### src/rtl/pinwheel_ram_arbiter.sv
// Purpose: three-port round-robin arbiter in front of a single-port-style RAM, with optional per-port lock and idle timeout.
// Latency: grant is combinational in the request cycle; resp_valid/resp_rdata follow one cycle later.
// Backpressure: a port waits while req_ready is low; a lock owner blocks the other ports until it releases or times out.
module pinwheel_ram_arbiter #(
  parameter int ADDR_WIDTH   = 10,
  parameter int DATA_WIDTH   = 32,
  parameter int LOCK_TIMEOUT = 16
) (
  input  logic                    clk,
  input  logic                    rst,
  input  logic [2:0]              req_valid,
  input  logic [2:0]              req_write,
  input  logic [2:0]              req_lock,
  input  logic [3*ADDR_WIDTH-1:0] req_addr,
  input  logic [3*DATA_WIDTH-1:0] req_wdata,
  output logic [2:0]              req_ready,
  output logic [2:0]              resp_valid,
  output logic [DATA_WIDTH-1:0]   resp_rdata,
  output logic [ADDR_WIDTH-1:0]   ram_raddr,
  output logic [ADDR_WIDTH-1:0]   ram_waddr,
  output logic [DATA_WIDTH-1:0]   ram_wdata,
  output logic                    ram_wren,
  input  logic [DATA_WIDTH-1:0]   ram_rdata
);

  localparam int CW = (LOCK_TIMEOUT < 2) ? 1 : $clog2(LOCK_TIMEOUT + 1);
  // The release edge is the one on which the idle count would reach LOCK_TIMEOUT.
  localparam logic [CW-1:0] IDLE_LAST = CW'(LOCK_TIMEOUT - 1);

  typedef enum logic {UNLOCKED, LOCKED} lock_state_t;

  lock_state_t   state;
  logic [1:0]    ptr;
  logic [1:0]    owner;
  logic [CW-1:0] idle_cnt;

  logic [2:0]            grant;
  logic [1:0]            win;
  logic                  found;
  logic [1:0]            cand;
  logic [ADDR_WIDTH-1:0] sel_addr;
  logic [DATA_WIDTH-1:0] sel_wdata;

  function automatic logic [1:0] nxt(input logic [1:0] p);
    return (p == 2'd2) ? 2'd0 : p + 2'd1;
  endfunction

  // Pick the winner: only the owner while locked, otherwise first valid port from ptr upward.
  always_comb begin
    grant = 3'b000;
    win   = ptr;
    found = 1'b0;
    cand  = ptr;
    if (!rst) begin
      if (state == LOCKED) begin
        win = owner;
        if (req_valid[owner]) begin
          found = 1'b1;
        end
      end else begin
        for (int k = 0; k < 3; k++) begin
          if (!found && req_valid[cand]) begin
            found = 1'b1;
            win   = cand;
          end
          cand = nxt(cand);
        end
      end
      if (found) begin
        grant[win] = 1'b1;
      end
    end
  end

  // Steer the winner's address and write data onto the RAM pins.
  always_comb begin
    case (win)
      2'd1: begin
        sel_addr  = req_addr[ADDR_WIDTH +: ADDR_WIDTH];
        sel_wdata = req_wdata[DATA_WIDTH +: DATA_WIDTH];
      end
      2'd2: begin
        sel_addr  = req_addr[2*ADDR_WIDTH +: ADDR_WIDTH];
        sel_wdata = req_wdata[2*DATA_WIDTH +: DATA_WIDTH];
      end
      default: begin
        sel_addr  = req_addr[0 +: ADDR_WIDTH];
        sel_wdata = req_wdata[0 +: DATA_WIDTH];
      end
    endcase
  end

  assign req_ready  = grant;
  assign ram_raddr  = sel_addr;
  assign ram_waddr  = sel_addr;
  assign ram_wdata  = sel_wdata;
  assign ram_wren   = |(grant & req_write);
  // The RAM has one cycle of read latency, so its output lines up with resp_valid.
  assign resp_rdata = ram_rdata;

  // Lock FSM, round-robin pointer, idle timer and the one-cycle response flag.
  always_ff @(posedge clk or posedge rst) begin
    if (rst) begin
      state      <= UNLOCKED;
      owner      <= 2'd0;
      ptr        <= 2'd0;
      idle_cnt   <= '0;
      resp_valid <= 3'b000;
    end else begin
      resp_valid <= grant;
      case (state)
        UNLOCKED: begin
          if (found) begin
            ptr      <= nxt(win);
            idle_cnt <= '0;
            if (req_lock[win]) begin
              state <= LOCKED;
              owner <= win;
            end
          end
        end
        LOCKED: begin
          if (found) begin
            idle_cnt <= '0;
            if (!req_lock[owner]) begin
              state <= UNLOCKED;
              ptr   <= nxt(owner);
            end
          end else if (idle_cnt == IDLE_LAST) begin
            state    <= UNLOCKED;
            ptr      <= nxt(owner);
            idle_cnt <= '0;
          end else begin
            idle_cnt <= idle_cnt + 1'b1;
          end
        end
        default: state <= UNLOCKED;
      endcase
    end
  end

endmodule

### config.mk
export PLATFORM = sky130hd
export DESIGN_NAME = pinwheel_ram_arbiter
export DESIGN_NICKNAME = d
export VERILOG_FILES = /design/src/rtl/pinwheel_ram_arbiter.sv
export SDC_FILE = /design/constraint.sdc
export NUM_CORES = 1
export LEC_CHECK = 0
export ABC_AREA = 1
export BUFFER_PORTS_ARGS = -buffer_cell sky130_fd_sc_hd__buf_2
export CAP_MARGIN = 10
export CELL_PAD_IN_SITES_DETAIL_PLACEMENT = 1
export CELL_PAD_IN_SITES_GLOBAL_PLACEMENT = 2
export CORE_MARGIN = 2
export CORE_UTILIZATION = 12
export CTS_CLUSTER_SIZE = 16
export DETAILED_ROUTE_END_ITERATION = 10
export PLACE_DENSITY_LB_ADDON = 0.1
export RECOVER_POWER = 50
export SLEW_MARGIN = 20
export SYNTH_ARGS = -nofsm -noshare
export SYNTH_HDL_FRONTEND = slang
export SYNTH_SLANG_ARGS = --single-unit
### constraint.sdc
create_clock -name clk -period 1.9 [get_ports clk]
set_clock_uncertainty 0.2 [all_clocks]
set_input_delay 0 -clock clk [delete_from_list [all_inputs] [get_ports clk]]
set_output_delay 0 -clock clk [all_outputs]
set_load 0.01 [all_outputs]
==> out/qor.tcl <==
set qor(synth_top_family_by_area) {simple AND/OR/NAND/NOR gates}
set qor(initial_util) 0.122
set qor(routed_via_count_divided_by_cell_count) 3.97
set qor(placementRows) 49
set qor(cts.sink_count) 13
set qor(detailedPlace.worstSlack_ns) -0.448
set qor(worstPathArrival_ns) 2.34
set qor(power.net_switching_uw) 4410
set qor(status) {finished, violations left}
set qor(grt_max_degree) 20
set qor(layout-drive-gt1-share) 0.632
set qor(synth_xor_xnor_area_share) 0.00803
set qor(worstSetupEndpointType) {output port}
set qor(place.port_buffers) 195
set qor(worst_vdd_ir_v) 0.000592
set qor(dp_hpwl_um) 9590
set qor(failing_checks) {setup timing}
set qor(mean_cell_area_of_the_mapped_netlist_um2) 5.97
set qor(share_comb_of_total_power) 0.898
set qor(worst_slack_ns) -0.638
set qor(place.gp.congestion) 0.787
set qor(critical_path.cell_chain) {nor2_4, nand2_2, nand3_2, inv_2, nand2_2, nand2_1, nand3_2, nand3_2, nand3_2, nand2_4, nor2_8, inv_8, clkbuf_16, nand3_1, nand3_2, buf_6}
set qor(cellPowerDensity_nw_per_um2) 1870
set qor(synth_compound_area_frac) 0.0453
set qor(wl_met2_um) 6400
set qor(highest_routing_layer_actually_used) {met4}
set qor(grt_first_pass_wirelength_um) 19100
set qor(grt_pass1_vias) 3422
set qor(finalNetCount) 775
set qor(drt.antenna.violating_nets) 0
set qor(start_kind) {flop}
set qor(p_clk_frac) 0.047
set qor(yosysWarningCount) 0
set qor(width_of_the_die_um) 139
set qor(sw_share) 0.499
set qor(finalHoldViolations) 0
set qor(antenna_violations_before_repair) 0
set qor(vias) 3310
set qor(slew_headroom) 0.769
set qor(crit_fanout) 9
set qor(pin_count) 260
set qor(max_slew.worst_pin.slew_ns) 0.346
set qor(cp.required_ns) 1.70
set qor(die_h_um) 139
set qor(final_max_slew_viol_count) 0
set qor(grt_setup_unrepaired) {yes}
set qor(grt.total_usage) 0.121
set qor(cts-buffers-inserted) 3
set qor(clk_pin_slew_ns) 0.05
set qor(ys_ff_latch) 13
set qor(worst_skew_pair.late_latency_ns) 0.25
set qor(leakage_uw) 0.00253
set qor(final.setup.tns_ns) -36.72
set qor(critical-path-max-stage-delay_ns) 0.46
set qor(initialDrtViolationCount) 33
set qor(timing.setup.critical_path_class) {reg2out}
set qor(cts-htree-levels) 1
set qor(post_synth_mux_area_share) 0
set qor(synth-adder-area-share) 0.00574
set qor(worst-r2r-setup-slack_ns) -0.44
set qor(layout-area-overhead-vs-synth_pct) 117
set qor(max_cap_violations) 0
set qor(first_pass_iters) 4
set qor(post-route-drc-count) 0
set qor(diodes) 0
set qor(layout_min_cycle_time_ns) 2.54
set qor(routed_wirelength_um) 12300
set qor(drt-met1-wl_um) 5080
set qor(path_common_cell) {nand3_2}
set qor(post_synth_instance_area_um2) 2180
set qor(routedWlPerCell_um) 14.8
set qor(layout_worst_path_cycle_share) 1.34
set qor(detailroute.wirelength.met3_um) 699
set qor(critPathTopFamily) {simple AND/OR/NAND/NOR gates}
set qor(timing.hold.worst.class) {in2reg}
set qor(internal_power_uw) 4430
set qor(p_seq_frac) 0.055
set qor(overflow_after_grt) 0
set qor(finalHoldWorstSlack_ns) 0.0380
set qor(fraction_of_the_mapped_netlist_area_in_simple_logic_gates) 0.551
set qor(cts_tree) {yes}
set qor(coreArea_um2) 17900
set qor(synth-seq-area-share) 0.149
set qor(synth.lib_cells_used.distinct) 28
set qor(clockRootBuffer) {clkbuf_16}
set qor(cts_max_path_buffers) 2
set qor(finalSetupViolCount) 67
set qor(synth.net_count) 535
set qor(max_freq_mhz) 394
set qor(timing.critical_path.buf_inv) 4
set qor(cp_slowest_cell) {dfrtp_2}
set qor(floorplan.die_area_um2) 19300
set qor(syn_inst_count) 365
placed cells by master, fill, tap and decap left out, types with 3 or more instances in the layout:
cell,count
nand2_2,9
nand3_1,32
a21oi_1,4
dfrtp_1,11
nor2_2,3
nand2_4,4
nand2_1,115
nand3_4,5
nand3_2,75
buf_4,45
dlygate4sd3_1,33
buf_2,179
inv_2,4
buf_6,27
inv_1,13
buf_12,7
nor2_4,4
clkbuf_16,4
registers in the layout (all words and copies together) (netlist names):
signal,flops
owner,2
resp_valid,3
idle_cnt,5
state,1
ptr,2
power by group through the flow:
| stage | logic (uW) | registers (uW) | clock network [uW] |
|---|---|---|---|
| after floorplan | 4080 | 476 | 0 |
| after global placement | 6520 | 479 | 0 |
| after detailed placement | 6530 | 482 | 0 |
| after CTS | 7770 | 487 | 443 |
| after global routing | 8680 | 502 | 448 |
| final | 7940 | 484 | 419 |
per-stage QoR:
stage	util	area, um2	total power, uW	std cells
global route	0.264	4730	9630	833
floorplan	-	2530	4550	365
finish	0.264	4730	8840	833
global placement	0.213	3810	6990	784
detailed placement	0.213	3810	7010	784
CTS	0.255	4570	8700	830
per-layer routing:
metal  GRT usage  up-vias
met1       0.150     1532
met3      0.0204        9
met4      0.0159        0
li1            -     1636
met5           0        -
met2       0.225      133
cells in the mapped netlist (all sizes together):
cell type	number	area, um2
nand2	129	507
nand3	112	608
buf	58	435
inv	20	82.6
dfrtp	13	325
nor2	10	71.3
a21oi	7	35.0
clkbuf	2	7.51
nand3b	2	15.0
o211ai	2	15.0
o21ai	2	10.0
o31ai	2	15.0
xor2	2	17.5
a21boi	1	7.51
a31oi	1	6.26
ha	1	12.5
o211a	1	10.0
logic make-up after synthesis:
logic type               count (synthesis)
AND/OR/NAND/NOR                        253
buffers and inverters                   80
AO/OA/AOI/OAI                           16
flip-flops                              13
XOR/XNOR                                 2
adder cells (fa/ha/maj)                  1
cell type report:
cell class,instances,area [um2]
fillers,2214,13200
repair buffers,295,2100
multi-input cells,272,1830
flip-flops and latches,13,328
well taps,229,287
inverters,20,103
clock buffers,4,78.8
timing repair:
item,in CTS,in global routing
endpoints found under the setup margin,66,68
cloned,2,1
pin swaps,7,3
resized for setup,57,28
hold buffers,33,0
buffers inserted,8,2
endpoints found under the hold margin,45,0
final timing paths:
path                                   from             to  depth (start not counted)
worst min-delay path            req_lock[1]          state                          7
min in group asynchronous               rst  resp_valid[2]                          4
worst max register to register       ptr[1]       owner[1]                         16
max in group asynchronous               rst         ptr[0]                          4
worst max-delay path                 ptr[1]  ram_wdata[10]                         16
worst min register to register  idle_cnt[4]    idle_cnt[4]                          1
tightest hold or removal path, cell delays in order:
cell	delay (ns)
buf_2	0.08
inv_1	0.05
nand2_1	0.06
nand2_1	0.05
nand2_2	0.08
nand2_2	0.07
nand2_1	0.06
(Power assumes the default switching activity.)
